<file path="config.mk">
export PLATFORM = sky130hd
export DESIGN_NAME = hazard_fwd_unit_flat
export DESIGN_NICKNAME = d
export VERILOG_FILES = /design/src/rtl/hazard_fwd_unit_if.sv /design/src/rtl/hazard_fwd_unit.sv /design/src/flat_wrapper.sv
export SDC_FILE = /design/constraint.sdc
export NUM_CORES = 1
export LEC_CHECK = 0
export ABC_AREA = 1
export CORE_MARGIN = 2
export CORE_UTILIZATION = 40
export CTS_CLUSTER_DIAMETER = 100
export DETAILED_ROUTE_END_ITERATION = 10
export HOLD_SLACK_MARGIN = 0.03
export PLACE_DENSITY = 0.79
export SLEW_MARGIN = 40
export SYNTH_ARGS = -nofsm -noshare
export SYNTH_HDL_FRONTEND = slang
export SYNTH_SLANG_ARGS = --single-unit
</file>
<file path="constraint.sdc">
create_clock -name clk -period 2.7 [get_ports clk]
set_input_delay 0.27 -clock clk [delete_from_list [all_inputs] [get_ports clk]]
set_output_delay 0.27 -clock clk [all_outputs]
set_load 0.02 [all_outputs]
</file>
<file path="src/rtl/hazard_fwd_unit_if.sv">
// hazard_fwd_unit_if: groups the decode-stage operand and destination info,
// the branch and jump resolution from M, and the hazard controls returned
// to the stage buffers.
// The master modport is the pipeline side and the slave modport is the
// hazard unit.
// Optional feature macro: HAZ_PERF_CNT_EN adds the stall_cnt and flush_cnt
// counters.
interface hazard_fwd_unit_if #(
    parameter int REG_AW = 5,
    parameter int CNT_W  = 16
);
    logic [REG_AW-1:0] d_rs_a;
    logic [REG_AW-1:0] d_rt_a;
    logic              d_uses_rs;
    logic              d_uses_rt;
    logic [REG_AW-1:0] d_dst_a;
    logic              d_reg_write;
    logic              d_mem_read;
    logic              m_branch_taken;
    logic              m_jmp;
    logic              fwdX_rs;
    logic              fwdX_rt;
    logic              fwdM_rs;
    logic              fwdM_rt;
    logic              stall;
    logic              flush_fd;
    logic              flush_dx;
    logic              flush_xm;
`ifdef HAZ_PERF_CNT_EN
    logic [CNT_W-1:0]  stall_cnt;
    logic [CNT_W-1:0]  flush_cnt;
`endif

    // Pipeline side: drives decode info and branch resolution, receives the controls
    modport master (
`ifdef HAZ_PERF_CNT_EN
        input  stall_cnt, flush_cnt,
`endif
        output d_rs_a, d_rt_a, d_uses_rs, d_uses_rt, d_dst_a, d_reg_write,
               d_mem_read, m_branch_taken, m_jmp,
        input  fwdX_rs, fwdX_rt, fwdM_rs, fwdM_rt, stall,
               flush_fd, flush_dx, flush_xm
    );

    // Hazard unit side
    modport slave (
`ifdef HAZ_PERF_CNT_EN
        output stall_cnt, flush_cnt,
`endif
        input  d_rs_a, d_rt_a, d_uses_rs, d_uses_rt, d_dst_a, d_reg_write,
               d_mem_read, m_branch_taken, m_jmp,
        output fwdX_rs, fwdX_rt, fwdM_rs, fwdM_rt, stall,
               flush_fd, flush_dx, flush_xm
    );
endinterface

</file>
<file path="src/rtl/hazard_fwd_unit.sv">
// hazard_fwd_unit: produces the stall, forwarding-select and flush controls
// for the pipeline.
// It keeps shadow copies of the destinations of the instructions in the X
// and M stages, so the stage buffers do not have to export anything.
// All outputs are combinational from the shadow registers and the D-stage
// inputs, and all outputs are held at 0 while rst is low.
// Optional feature macro: HAZ_PERF_CNT_EN adds saturating counters for
// stall cycles and flush cycles.
module hazard_fwd_unit #(
    parameter int REG_AW = 5,
    parameter int CNT_W  = 16
) (
    input  logic            clk,
    input  logic            rst,
    hazard_fwd_unit_if.slave hz
);

    typedef struct packed {
        logic              valid;
        logic [REG_AW-1:0] dst;
        logic              regWrite;
        logic              memRead;
    } shadow_t;

    // The writeback stage needs no shadow copy.
    // The register file is write-first, so an instruction in W never has to
    // be forwarded.
    shadow_t xStage_q, xStage_d;
    shadow_t mStage_q, mStage_d;

    logic flushRaw, stallRaw;
    logic fwdXRs, fwdXRt, fwdMRs, fwdMRt;

    function automatic logic hazMatch(input shadow_t s, input logic [REG_AW-1:0] r);
        return s.valid & s.regWrite & (s.dst == r) & (r != '0);
    endfunction

    // Hazard detection: the X stage forward has priority over M, and a load in X forces a stall
    always_comb begin
        flushRaw = hz.m_branch_taken | hz.m_jmp;
        fwdXRs   = hz.d_uses_rs & hazMatch(xStage_q, hz.d_rs_a) & ~xStage_q.memRead;
        fwdXRt   = hz.d_uses_rt & hazMatch(xStage_q, hz.d_rt_a) & ~xStage_q.memRead;
        fwdMRs   = hz.d_uses_rs & hazMatch(mStage_q, hz.d_rs_a) & ~fwdXRs;
        fwdMRt   = hz.d_uses_rt & hazMatch(mStage_q, hz.d_rt_a) & ~fwdXRt;
        stallRaw = ~flushRaw & xStage_q.memRead &
                   ((hazMatch(xStage_q, hz.d_rs_a) & hz.d_uses_rs) |
                    (hazMatch(xStage_q, hz.d_rt_a) & hz.d_uses_rt));
    end

    assign hz.fwdX_rs  = rst & fwdXRs;
    assign hz.fwdX_rt  = rst & fwdXRt;
    assign hz.fwdM_rs  = rst & fwdMRs;
    assign hz.fwdM_rt  = rst & fwdMRt;
    assign hz.stall    = rst & stallRaw;
    assign hz.flush_fd = rst & flushRaw;
    assign hz.flush_dx = rst & flushRaw;
    assign hz.flush_xm = rst & flushRaw;

    // Shadow pipeline advance: a flush squashes X and M, and a stall inserts a bubble into X
    always_comb begin
        mStage_d = flushRaw ? '0 : xStage_q;
        xStage_d = '0;
        if (!(stallRaw | flushRaw)) begin
            xStage_d.valid    = 1'b1;
            xStage_d.dst      = hz.d_dst_a;
            xStage_d.regWrite = hz.d_reg_write;
            xStage_d.memRead  = hz.d_mem_read;
        end
    end

    // Shadow registers: reset empties the pipe, so there is no leftover state after release
    always_ff @(posedge clk or negedge rst) begin
        if (!rst) begin
            xStage_q <= '0;
            mStage_q <= '0;
        end else begin
            xStage_q <= xStage_d;
            mStage_q <= mStage_d;
        end
    end

`ifdef HAZ_PERF_CNT_EN
    logic [CNT_W-1:0] stallCnt_q, flushCnt_q;

    // Performance counters: count stall and flush cycles, saturating at all ones
    always_ff @(posedge clk or negedge rst) begin
        if (!rst) begin
            stallCnt_q <= '0;
            flushCnt_q <= '0;
        end else begin
            if (stallRaw && (stallCnt_q != '1)) stallCnt_q <= stallCnt_q + 1'b1;
            if (flushRaw && (flushCnt_q != '1)) flushCnt_q <= flushCnt_q + 1'b1;
        end
    end

    assign hz.stall_cnt = stallCnt_q;
    assign hz.flush_cnt = flushCnt_q;
`endif

endmodule

</file>
<file path="src/flat_wrapper.sv">
// flat-port wrapper written by rule: the top's interface ports become plain ports
module hazard_fwd_unit_flat 
#(
    parameter int REG_AW = 5,
    parameter int CNT_W  = 16
)
  (clk, rst, hz_d_rs_a, hz_d_rt_a, hz_d_uses_rs, hz_d_uses_rt, hz_d_dst_a, hz_d_reg_write, hz_d_mem_read, hz_m_branch_taken, hz_m_jmp, hz_fwdX_rs, hz_fwdX_rt, hz_fwdM_rs, hz_fwdM_rt, hz_stall, hz_flush_fd, hz_flush_dx, hz_flush_xm);
  hazard_fwd_unit_if #(.REG_AW(REG_AW), .CNT_W(CNT_W)) hz_i ();
  input  logic clk;
  input  logic rst;
  input wire logic [$bits(hz_i.d_rs_a)-1:0] hz_d_rs_a;
  input wire logic [$bits(hz_i.d_rt_a)-1:0] hz_d_rt_a;
  input wire logic [$bits(hz_i.d_uses_rs)-1:0] hz_d_uses_rs;
  input wire logic [$bits(hz_i.d_uses_rt)-1:0] hz_d_uses_rt;
  input wire logic [$bits(hz_i.d_dst_a)-1:0] hz_d_dst_a;
  input wire logic [$bits(hz_i.d_reg_write)-1:0] hz_d_reg_write;
  input wire logic [$bits(hz_i.d_mem_read)-1:0] hz_d_mem_read;
  input wire logic [$bits(hz_i.m_branch_taken)-1:0] hz_m_branch_taken;
  input wire logic [$bits(hz_i.m_jmp)-1:0] hz_m_jmp;
  output wire logic [$bits(hz_i.fwdX_rs)-1:0] hz_fwdX_rs;
  output wire logic [$bits(hz_i.fwdX_rt)-1:0] hz_fwdX_rt;
  output wire logic [$bits(hz_i.fwdM_rs)-1:0] hz_fwdM_rs;
  output wire logic [$bits(hz_i.fwdM_rt)-1:0] hz_fwdM_rt;
  output wire logic [$bits(hz_i.stall)-1:0] hz_stall;
  output wire logic [$bits(hz_i.flush_fd)-1:0] hz_flush_fd;
  output wire logic [$bits(hz_i.flush_dx)-1:0] hz_flush_dx;
  output wire logic [$bits(hz_i.flush_xm)-1:0] hz_flush_xm;
  assign hz_i.d_rs_a = hz_d_rs_a;
  assign hz_i.d_rt_a = hz_d_rt_a;
  assign hz_i.d_uses_rs = hz_d_uses_rs;
  assign hz_i.d_uses_rt = hz_d_uses_rt;
  assign hz_i.d_dst_a = hz_d_dst_a;
  assign hz_i.d_reg_write = hz_d_reg_write;
  assign hz_i.d_mem_read = hz_d_mem_read;
  assign hz_i.m_branch_taken = hz_m_branch_taken;
  assign hz_i.m_jmp = hz_m_jmp;
  assign hz_fwdX_rs = hz_i.fwdX_rs;
  assign hz_fwdX_rt = hz_i.fwdX_rt;
  assign hz_fwdM_rs = hz_i.fwdM_rs;
  assign hz_fwdM_rt = hz_i.fwdM_rt;
  assign hz_stall = hz_i.stall;
  assign hz_flush_fd = hz_i.flush_fd;
  assign hz_flush_dx = hz_i.flush_dx;
  assign hz_flush_xm = hz_i.flush_xm;
  hazard_fwd_unit #(.REG_AW(REG_AW), .CNT_W(CNT_W)) u_core (.clk(clk), .rst(rst), .hz(hz_i));
endmodule
</file>
After elaboration in Yosys (flattened, before gate mapping)

Index checks and enable logic that the tools add are counted.

Muxes and demuxes: 2
$mul: 0
Bitwise logic cells: 33
Eq/ne operators: 4
Order comparisons: 0
Reduce and logical (&&, ||, !) cells: 2
Div/mod/pow operators: 0
Shift operators: 0
Add/sub/neg operators: 0

Operators with widths:

| cell              | count |
|---|---|
| $and 1x1->1       | 26 |
| $eq 5x5->1        | 4 |
| $mux 8            | 2 |
| $reduce_bool 5->1 | 2 |
| $not 1->1         | 4 |
| $or 1x1->1        | 3 |

Input bits: 23
Flip-flop bits (word level): 15
Output and inout port bits: 8
RAM bits: 0
Word-level logic and storage cells: 48
ROM bits: 0
Memories: 0
Bits in latches: 0

Logic depth before layout (Yosys ltp)

Gate-level depths: netlist (run 1).

Word-level depth: 8
Mapped depth: 10
Gate-level depth less buffers: 10

Least setup slack after synthesis (run 1)

No wires, ideal clock.

Kind: register to output
Start point: register u_core.xStage_q[3] (netlist bit)
End point: output hz_stall
Stages on the path, launching flop included: 8
Arrival: 1.181 ns
Path buffers: 0
Slack: 1.249 ns
Path through: dfrtp_1 > xnor2_1 > nand2_1 > nor2_1 > nand2_1 > nand2_1 > nand2_2 > nor2_1

Cells in the longest elaborated chain, start to end: 7
Elaborated cells between the ends (all ways): 11
Those cells by class: eq/ne: 2; bitwise: 9

RTL lines:

| item                                  | line                                         | text |
|---|---|---|
| from (decl)                           | hazard_fwd_unit.sv:28                        | `shadow_t xStage_q, xStage_d;` |
| from (signal assigned)                | hazard_fwd_unit.sv:77                        | `xStage_q <= xStage_d;` |
| $eq 5x5->1                            | hazard_fwd_unit.sv:35                        | `return s.valid & s.regWrite & (s.dst == r) & (r != '0);` |
| $and 1x1->1 (2 in series)             | hazard_fwd_unit.sv:35                        |  |
| $and 1x1->1, on equally long branches | hazard_fwd_unit.sv:46, hazard_fwd_unit.sv:47 |  |
| $or 1x1->1 (*)                        | hazard_fwd_unit.sv:46                        | `((hazMatch(xStage_q, hz.d_rs_a) & hz.d_uses_rs) \|` |
| $and 1x1->1 (*)                       | hazard_fwd_unit.sv:45                        | `stallRaw = ~flushRaw & xStage_q.memRead &` |
| $and 1x1->1 (*)                       | hazard_fwd_unit.sv:54                        | `assign hz.stall = rst & stallRaw;` |
| to (decl)                             | flat_wrapper.sv:24                           | `output wire logic [$bits(hz_i.stall)-1:0] hz_stall;` |

Every way passes the cells marked *; elsewhere a longest branch is shown, timed or not.

Worst setup path after layout (run 1)

Start point: input hz_d_rt_a[2]
End point: output hz_stall

Cells in the longest elaborated chain, start to end: 7
Elaborated cells between the ends (all ways): 8
Those cells by class: eq/ne: 1; bitwise: 6; reduce/logical: 1

RTL lines:

| item            | line                  | text |
|---|---|---|
| from (decl)     | flat_wrapper.sv:12    | `input wire logic [$bits(hz_i.d_rt_a)-1:0] hz_d_rt_a;` |
| $eq 5x5->1      | hazard_fwd_unit.sv:35 |  |
| $and 1x1->1     | hazard_fwd_unit.sv:35 |  |
| $and 1x1->1 (*) | hazard_fwd_unit.sv:35 |  |
| $and 1x1->1 (*) | hazard_fwd_unit.sv:47 | `(hazMatch(xStage_q, hz.d_rt_a) & hz.d_uses_rt));` |
| $or 1x1->1 (*)  | hazard_fwd_unit.sv:46 |  |
| $and 1x1->1 (*) | hazard_fwd_unit.sv:45 |  |
| $and 1x1->1 (*) | hazard_fwd_unit.sv:54 |  |

Marks and branches as above.

==> results.sh, run 1 <==
export IMPL_rr_endpoint="u_core.xStage_q[4]$_DFF_PN0_"
export IMPL_num_vias=995
export IMPL_numCtsBuffers=3
export IMPL_grt_pass1_wl_um=3530
export IMPL_status="finished, final reports clean"
export IMPL_viasPerCell=4.93
export IMPL_hpwl_um=1780
export IMPL_fillers=227
export IMPL_power_density_nw_per_um2=353
export IMPL_grt_pass1_vias=901
export IMPL_clkLatencyLatePin_ns=0.28
export IMPL_port_buffers=30
export IMPL_remaining_drc_errors=0
export IMPL_cts_sinks=15
export IMPL_dieHeight_um=52.6
export IMPL_post_cts_resized=0
export IMPL_nNetsFinal=198
export IMPL_multi_input_area_um2=424
export IMPL_p_switching_mw=0.122
export IMPL_p_int_mw=0.338
export IMPL_drv_cap=0
export IMPL_clock_power_share_pct=26.7
export IMPL_drt_iter0_markers=26
export IMPL_finalMaxSlewViolations=0
export IMPL_cp_max_fo=3
export IMPL_grt_overflow=0
export IMPL_drt_pass1_iter_count=4
export IMPL_synth_avg_cell_area_um2=6.71
export IMPL_cts_tree="yes"
export IMPL_track_usage_pct=17.8
export IMPL_core_area_um2=2230
export IMPL_max_freq_mhz=420
export IMPL_max_slew_margin_pct=83.2
export IMPL_drive_gt1_share_pct=6.32
export IMPL_synth_cell_type_count=15
export IMPL_gp_congestion=0.968
export IMPL_die_w_um=52.6
export IMPL_cp_arrival_ns=2.11
export IMPL_critPathCaptureType="primary output"
export IMPL_finalCritPeriodShare_pct=88.1
export IMPL_pwr_share_comb_pct=21.9
export IMPL_cts_buffer_depth=2
export IMPL_worstSetupPathType="input port to primary output"
export IMPL_swShare_pct=26.6
export IMPL_initial_utilization_pct=42.4
export IMPL_antenna_found_initial=0
export IMPL_fin_setup_tns_ns=0
export IMPL_synth_area_um2=946
export IMPL_fp_row_count=17
export IMPL_ant_nets=0
export IMPL_leakage_nw=0.657
export IMPL_setup_viol_count_final=0
export IMPL_root_buffer="clkbuf_4"
export IMPL_cp_required_ns=2.43
export IMPL_worstMarginPinSlew_ns=0.252
export IMPL_ys_seq_area_share_pct=39.7
export IMPL_power_frac_seq_pct=51.4
export IMPL_final_hold_violation_count=0
export IMPL_grt_setup_unrepaired="false"
export IMPL_ys_warn_count=0
export IMPL_r2r_slack_ns=1.34
export IMPL_worst_hold_path_type="input port to asynchronous set/reset pin"
export IMPL_grt_max_degree=17
export IMPL_area_growth_pct=37.6
export IMPL_io_pins=31
export IMPL_rr_worst_depth=10
export IMPL_clock_skew_final_ns=0.000405
export IMPL_startpoint_type="input port"
export IMPL_holdWs_ns=0.323
export IMPL_wl_per_cell_um=10.8
export IMPL_wl_um=2180
export IMPL_cts_hold_buf=0
export IMPL_ir_drop_mv=0.290
export IMPL_htree_levels=1
export IMPL_ff_latch_area_um2=375
export IMPL_die_area_um2=2770
export IMPL_post_cts_buffers=0
export IMPL_rr_startpoint="u_core.xStage_q[4]$_DFF_PN0_"
export IMPL_insertedDiodeCount=0
export IMPL_fin_crit_ns=2.38
export IMPL_synth_cells=141
export IMPL_clk_pin_slew_ns=0.08
export IMPL_fin_total_pwr_mw=0.460
export IMPL_ys_seq_elements=15
export IMPL_syn_nets=164
[cell usage in the layout, fill, tap and decap left out]
| master | Yosys | final |
|---|---|---|
| a21oi_1 | 5 | 5 |
| and3_1 | 1 | 1 |
| buf_4 | 2 | 1 |
| clkbuf_4 | 0 | 3 |
| clkdlybuf4s50_1 | 0 | 30 |
| clkinv_2 | 0 | 1 |
| dfrtp_1 | 15 | 15 |
| inv_1 | 35 | 35 |
| nand2_1 | 28 | 28 |
| nand2_2 | 1 | 1 |
| nand2_4 | 1 | 1 |
| nand3_1 | 7 | 7 |
| nor2_1 | 29 | 29 |
| nor2_2 | 4 | 4 |
| o2111a_1 | 2 | 2 |
| o21ai_0 | 2 | 2 |
| o22ai_1 | 4 | 4 |
| xnor2_1 | 5 | 5 |
[cells in the mapped netlist]
cell type,instances,share of area (%)
nor2_1,29,12
o22ai_1,4,2.6
nand3_1,7,3.7
dfrtp_1,15,40
o2111a_1,2,2.4
inv_1,35,14
buf_4,2,1.6
xnor2_1,5,4.6
o21ai_0,2,1.1
nor2_2,4,2.6
and3_1,1,0.66
a21oi_1,5,2.6
nand2_1,28,11
nand2_2,1,0.66
nand2_4,1,1.2
[worst max-delay path by stage]
stage | start | endpoint | slack [ns] | cells past startpoint
6_report | hz_d_rt_a[2] | hz_stall | 0.32 | 11
2_1_floorplan | u_core.xStage_q[3]$_DFF_PN0_ | hz_stall | 1.25 | 7
4_1_cts | hz_d_rs_a[4] | hz_stall | 0.33 | 10
3_5_place_dp | hz_d_rs_a[4] | hz_stall | 0.34 | 10
5_1_grt | hz_d_rs_a[4] | hz_stall | 0.21 | 10
3_3_place_gp | hz_d_rs_a[4] | hz_stall | 0.38 | 10
[power groups by stage]
stage / clock network [mW] / registers (mW) / logic [mW]
after detailed placement: 0 / 0.241 / 0.100
after floorplan: 0 / 0.239 / 0.0480
final: 0.123 / 0.236 / 0.101
after CTS: 0.128 / 0.236 / 0.101
after global placement: 0 / 0.241 / 0.0978
after global routing: 0.134 / 0.237 / 0.111
[metrics by stage]
step | area, um^2 | std cells | worst slack [ns] | utilization (%)
2_1_floorplan | 946 | 141 | 1.25 | -
3_3_place_gp | 1270 | 198 | 0.377 | 57.0
3_5_place_dp | 1270 | 198 | 0.335 | 57.0
4_1_cts | 1300 | 202 | 0.326 | 58.3
5_1_grt | 1300 | 202 | 0.208 | 58.3
6_report | 1300 | 202 | 0.321 | 58.3
[area by class of cell]
type                            count  share of cell area [%]
Inverter                           35                    10.1
Clock inverter                      1                   0.385
Timing Repair Buffer               31                    23.7
Multi-Input combinational cell     89                    32.6
Clock buffer                        3                    1.73
Sequential cell                    15                    28.8
Tap cell                           28                    2.69
[kinds of logic after synthesis]
| group | Yosys count | synth area share [%] |
|---|---|---|
| and+or+nand+nor | 71 | 31.5 |
| buffers and inverters | 37 | 15.5 |
| DFF | 15 | 39.7 |
| AOI/OAI and AO/OA | 13 | 8.73 |
| xor gates and xnor gates | 5 | 4.63 |
[worst max-delay path: stages]
cell and delay [ns]:
clkdlybuf4s50_1 0.45, inv_1 0.11, nand2_1 0.06, nand2_1 0.08, nand2_1 0.08, nor2_2 0.14, nand2_1 0.07, nand2_1 0.07
nand2_2 0.07, nor2_1 0.09, clkdlybuf4s50_1 0.61
[state kept, by name, summed over array words and instances (netlist names)]
name	count
u_core.xStage_q	8
u_core.mStage_q	7
[routing by layer]
metal  track usage [%]  up-vias  wire (um)
met5                 0        -          0
met4              15.0        0        100
met3              2.00       11        106
met2              28.3       44       1010
met1              21.3      456        965
li1                  -      484          -
No activity file was read; power rests on OpenSTA's default activity.
==> run 2, diff against run 1 <==
--- a/config.mk
+++ b/config.mk
@@ -11,7 +11,7 @@
 export CTS_CLUSTER_DIAMETER = 100
 export DETAILED_ROUTE_END_ITERATION = 10
 export HOLD_SLACK_MARGIN = 0.03
-export PLACE_DENSITY = 0.79
+export PLACE_DENSITY = 0.82
 export SLEW_MARGIN = 40
 export SYNTH_ARGS = -nofsm -noshare
 export SYNTH_HDL_FRONTEND = slang
==> constraint.sdc (replaced) <==
create_clock -name clk -period 1.9 [get_ports clk]
set_input_delay 0.19 -clock clk [delete_from_list [all_inputs] [get_ports clk]]
set_output_delay 0.19 -clock clk [all_outputs]
set_load 0.02 [all_outputs]
==> run 2 against run 1 <==
Hold slack gained 0.035 ns. Critical path depth shrank 1. Non-clock buffer count grew 8. Cell count grew 4.0%. Routed wire length grew 8.1%. Register-to-register slack lost 0.87 ns. Die area is the same. Sequential cell count is the same. Sequential share of layout area shrank 0.99 points. Clock power grew 37%. Clock skew is essentially flat.
==> results.sh, run 2 (synthesized netlist as in run 1, its figures left out) <==
export IMPL_grt_setup_unrepaired="false"
export IMPL_cts_buffer_depth=2
export IMPL_met2_wirelength_um=1250
export IMPL_post_cts_resized=7
export IMPL_p_switching_mw=0.169
export IMPL_startpoint_type="input port"
export IMPL_die_w_um=52.6
export IMPL_fin_setup_tns_ns=0
export IMPL_worstSetupPathType="input port to primary output"
export IMPL_finalCritPeriodShare_pct=92.0
export IMPL_htree_levels=1
export IMPL_area_growth_pct=42.5
export IMPL_root_buffer="clkbuf_4"
export IMPL_drt_iter0_markers=22
export IMPL_final_common_cell="inv_1"
export IMPL_num_vias=989
export IMPL_final_hold_violation_count=0
export IMPL_fin_crit_ns=1.75
export IMPL_cp_max_fo=3
export IMPL_clock_skew_final_ns=0.000736
export IMPL_drt_pass1_iter_count=4
export IMPL_wl_met1_um=975
export IMPL_top_layer="met4"
export IMPL_worstMarginPinSlew_ns=0.246
export IMPL_pwr_share_comb_pct=23.6
export IMPL_leakage_nw=0.735
export IMPL_top_register="u_core.xStage_q"
export IMPL_gp_congestion=0.967
export IMPL_cp_arrival_ns=1.56
export IMPL_numCtsBuffers=3
export IMPL_grt_pass1_wl_um=3900
export IMPL_io_pins=31
export IMPL_power_frac_seq_pct=51.0
export IMPL_clk_pin_slew_ns=0.08
export IMPL_met3_wirelength_um=93
export IMPL_critical_path_max_stage_delay_ns=0.52
export IMPL_fp_row_count=17
export IMPL_post_cts_buffers=0
export IMPL_power_density_nw_per_um2=489
export IMPL_cp_required_ns=1.71
export IMPL_largest_reg_flops=8
export IMPL_remaining_drc_errors=0
export IMPL_insertedDiodeCount=0
export IMPL_die_area_um2=2770
export IMPL_critPathCaptureType="primary output"
export IMPL_antenna_found_initial=0
export IMPL_ant_nets=0
export IMPL_ir_drop_mv=0.521
export IMPL_nNetsFinal=206
export IMPL_grt_overflow=0
export IMPL_grt_pass1_vias=972
export IMPL_setup_viol_count_final=0
export IMPL_max_freq_mhz=572
export IMPL_final_util_pct=60.3
export IMPL_finalMaxSlewViolations=0
export IMPL_clkLatencyLatePin_ns=0.27
export IMPL_top_regs="u_core.xStage_q x8, u_core.mStage_q x7"
export IMPL_clock_power_share_pct=25.5
export IMPL_wl_per_cell_um=11.2
export IMPL_viasPerCell=4.71
export IMPL_fillers=211
export IMPL_grt_max_degree=16
export IMPL_hpwl_um=2000
export IMPL_holdWs_ns=0.357
export IMPL_wl_um=2360
export IMPL_drv_cap=0
export IMPL_worst_hold_path_type="input port to asynchronous set/reset pin"
export IMPL_cts_tree="yes"
export IMPL_path_cells="clkdlybuf4s50_1, inv_1, nand3_1, nor2_2, nor2_1, nand2_1, nand2_1, nand2_2, nor2_1, buf_4"
export IMPL_max_slew_margin_pct=83.6
export IMPL_initial_utilization_pct=42.4
export IMPL_p_int_mw=0.490
export IMPL_slowest_stage="clkdlybuf4s50_1"
export IMPL_drive_gt1_share_pct=13.7
export IMPL_dieHeight_um=52.6
export IMPL_cts_hold_buf=0
export IMPL_status="finished, final reports clean"
export IMPL_port_buffers=30
export IMPL_cts_sinks=15
export IMPL_final_cell_mix="inv_1, nor2_1, nand2_1, clkdlybuf4s50_1, dfrtp_1"
export IMPL_core_area_um2=2230
export IMPL_swShare_pct=25.6
export IMPL_track_usage_pct=19.5
## run 2: final timing paths
path / startpoint / to / slack [ns] / depth (start not counted)
max reg2reg: u_core.xStage_q[4]$_DFF_PN0_ / u_core.xStage_q[5]$_DFF_PN0_ / 0.47 / 11
max: hz_d_rt_a[4] / hz_stall / 0.15 / 10
min: rst / u_core.xStage_q[0]$_DFF_PN0_ / 0.36 / 3
min in group clk: hz_d_dst_a[4] / u_core.xStage_q[6]$_DFF_PN0_ / 0.43 / 3
min reg2reg: u_core.xStage_q[7]$_DFF_PN0_ / u_core.mStage_q[7]$_DFF_PN0_ / 0.50 / 2
max in group asynchronous: rst / u_core.mStage_q[4]$_DFF_PN0_ / 1.38 / 3
## run 2: routing by layer
layer,global-route usage [%],up-vias
li1,-,499
met4,10.7,0
met3,2.29,4
met2,33.8,27
met1,23.1,459
met5,0,-
## run 2: area by class of cell
cell class	count	area, um^2	share of cell area (%)
Clock buffer	4	26.3	1.95
Inverter	35	131	9.75
Multi-Input combinational cell	89	427	31.7
Sequential cell	15	375	27.9
Tap cell	28	35.0	2.60
Timing Repair Buffer	39	353	26.2
## run 2: metrics by stage
step	instances	setup slack (ns)	area, um^2	power (mW)
6_report	210	0.151	1350	0.659
5_1_grt	210	0.000468	1350	0.696
4_1_cts	210	0.0101	1360	0.666
3_5_place_dp	206	-0.302	1330	0.497
3_3_place_gp	206	-0.235	1330	0.490
2_1_floorplan	141	0.529	946	0.408
## run 2: worst max-delay path, delay by kind of cell
kind                   cells  cell delay [ns]
and+or+nand+nor            7             0.60
buffers and inverters      3             0.76
## run 2: power by group through the flow
stage          combinational, mW  clock [mW]  sequential [mW]
6_report                   0.155       0.168            0.336
5_1_grt                    0.171       0.188            0.337
4_1_cts                    0.156       0.174            0.335
3_5_place_dp               0.155           0            0.342
3_3_place_gp               0.149           0            0.342
2_1_floorplan             0.0682           0            0.340
==> run 3, diff against run 2 <==
--- a/config.mk
+++ b/config.mk
@@ -6,6 +6,7 @@
 export NUM_CORES = 1
 export LEC_CHECK = 0
 export ABC_AREA = 1
+export CORE_ASPECT_RATIO = 0.9
 export CORE_MARGIN = 2
 export CORE_UTILIZATION = 40
 export CTS_CLUSTER_DIAMETER = 100
==> run 3 against run 2 <==
First-iteration DRC count rose by 50%. Sequential share of layout area fell by 0.13 points. Highest routed layer unchanged. Global-route usage fell by 1.9 points. Worst setup slack worse by 0.026 ns.
==> results.sh, run 3 (synthesized netlist as in run 1, its figures left out) <==
export IMPL_crit_buf_inv=2
export IMPL_holdWs_ns=0.347
export IMPL_area_growth_pct=43.1
export IMPL_multi_input_area_um2=437
export IMPL_grt_max_degree=16
export IMPL_fillers=209
export IMPL_antenna_found_initial=0
export IMPL_dieHeight_um=50.1
export IMPL_critPathCaptureType="primary output"
export IMPL_cts_sinks=15
export IMPL_clock_skew_final_ns=0.00167
export IMPL_rr_startpoint="u_core.xStage_q[4]$_DFF_PN0_"
export IMPL_place_inst=205
export IMPL_fp_row_count=16
export IMPL_cpMostUsedCell="nand2_1"
export IMPL_finalCritPeriodShare_pct=93.4
export IMPL_numCtsBuffers=3
export IMPL_p_switching_mw=0.172
export IMPL_ir_drop_mv=0.445
export IMPL_pwr_share_comb_pct=23.9
export IMPL_final_hold_violation_count=0
export IMPL_cp_required_ns=1.71
export IMPL_fin_total_pwr_mw=0.665
export IMPL_crit_family="simple AND/OR/NAND/NOR gates"
export IMPL_max_freq_mhz=564
export IMPL_core_area_um2=2200
export IMPL_clk_pin_slew_ns=0.08
export IMPL_status="finished, final reports clean"
export IMPL_root_buffer="clkbuf_4"
export IMPL_cp_max_fo=3
export IMPL_fin_setup_tns_ns=0
export IMPL_largest_reg_flops=8
export IMPL_io_pins=31
export IMPL_rr_endpoint="u_core.xStage_q[1]$_DFF_PN0_"
export IMPL_path_cells="inv_2, nand2_1, nand2_1, nand2_1, nor2_2, nand2_1, nand2_1, nand2_2, nor2_1, buf_2"
export IMPL_cp_arrival_ns=1.58
export IMPL_top_regs="u_core.xStage_q x8, u_core.mStage_q x7"
export IMPL_insertedDiodeCount=0
export IMPL_track_usage_pct=17.6
export IMPL_wl_per_cell_um=11.4
export IMPL_cts_tree="yes"
export IMPL_final_cell_mix="inv_1, nand2_1, nor2_1, clkdlybuf4s50_1, dfrtp_1"
export IMPL_top_register="u_core.xStage_q"
export IMPL_r2r_slack_ns=0.57
export IMPL_fin_crit_ns=1.77
export IMPL_post_cts_buffers=0
export IMPL_wl_um=2380
export IMPL_nNetsFinal=206
export IMPL_num_vias=995
export IMPL_gp_congestion=0.969
export IMPL_leakage_nw=0.740
export IMPL_cts_hold_buf=0
export IMPL_place_area_um2=1330
export IMPL_setup_viol_count_final=0
export IMPL_viasPerCell=4.76
export IMPL_final_common_cell="inv_1"
export IMPL_ant_nets=0
export IMPL_drv_cap=0
export IMPL_critical_path_max_stage_delay_ns=0.43
export IMPL_cts_buffer_depth=2
export IMPL_die_area_um2=2770
export IMPL_startpoint_type="flip-flop"
export IMPL_drt_pass1_iter_count=5
export IMPL_clock_power_share_pct=25.5
export IMPL_drt_iter0_markers=33
export IMPL_swShare_pct=25.8
export IMPL_htree_levels=1
export IMPL_clkLatencyLatePin_ns=0.27
export IMPL_drive_gt1_share_pct=14.8
export IMPL_fin_cells=209
export IMPL_initial_utilization_pct=43.0
export IMPL_hpwl_um=1990
export IMPL_port_buffers=30
export IMPL_grt_pass1_wl_um=3790
export IMPL_finalMaxSlewViolations=0
export IMPL_ff_latch_area_um2=375
export IMPL_die_w_um=55.3
export IMPL_grt_pass1_vias=917
export IMPL_p_int_mw=0.493
export IMPL_max_slew_margin_pct=84.7
export IMPL_grt_setup_unrepaired="false"
export IMPL_crit_cells=10
export IMPL_worst_hold_path_type="input port to asynchronous set/reset pin"
export IMPL_grt_overflow=0
export IMPL_slowest_stage="dfrtp_1"
export IMPL_power_density_nw_per_um2=491
export IMPL_worstMarginPinSlew_ns=0.229
export IMPL_power_frac_seq_pct=50.6
export IMPL_rr_worst_depth=10
export IMPL_remaining_drc_errors=0
export IMPL_worstSetupPathType="flip-flop to primary output"
export IMPL_design_area_um2=1350
==> run 3: power by group through the flow <==
stage                     sequential, mW  clock, mW  combinational [mW]
after global routing               0.337      0.187               0.174
after detailed placement           0.342          0               0.156
after global placement             0.342          0               0.150
after CTS                          0.336      0.178               0.157
after floorplan                    0.340          0              0.0682
final                              0.336      0.170               0.159
==> run 3: stage by stage <==
step                util, %  setup WS [ns]
floorplan                 -          0.529
global placement       60.5         -0.250
detailed placement     60.5         -0.316
CTS                    61.5        0.00391
global route           61.5        0.00533
finish                 61.5          0.125
==> run 3: per-layer routing <==
layer  part of all wire, %  track usage [%]
met1                    41             21.5
met2                    49             30.2
met3                   6.2             1.80
met4                   2.8             10.6
met5                     0                0
==> run 3: what timing repair did <==
action | CTS | global route
setup endpoints to repair | 5 | 8
hold endpoints to repair | 0 | 0
resized for setup | 7 | 16
==> run 3: worst max-delay path by stage <==
stage,from,end,slack (ns)
3_3_place_gp,hz_d_rs_a[4],hz_stall,-0.25
4_1_cts,u_core.xStage_q[5]$_DFF_PN0_,hz_stall,0.004
3_5_place_dp,hz_d_rs_a[4],hz_stall,-0.32
5_1_grt,u_core.xStage_q[4]$_DFF_PN0_,hz_stall,0.005
6_report,u_core.xStage_q[4]$_DFF_PN0_,hz_stall,0.13
2_1_floorplan,u_core.xStage_q[3]$_DFF_PN0_,hz_stall,0.53
==> run 3: area by class of cell <==
| cell class | count | share of cell area (%) |
|---|---|---|
| clock buffer | 4 | 1.94 |
| tap | 27 | 2.50 |
| inverter | 35 | 9.70 |
| timing repair buffer | 39 | 25.9 |
| multi-input combinational | 89 | 32.3 |
| sequential | 15 | 27.7 |
==> run 3: worst register-to-register path: cells and delay by family (launching register included) <==
| family | cells | cell delay, ns |
|---|---|---|
| buffers and inverters | 1 | 0.09 |
| AND/OR/NAND/NOR | 9 | 0.71 |
| flip-flops | 1 | 0.43 |
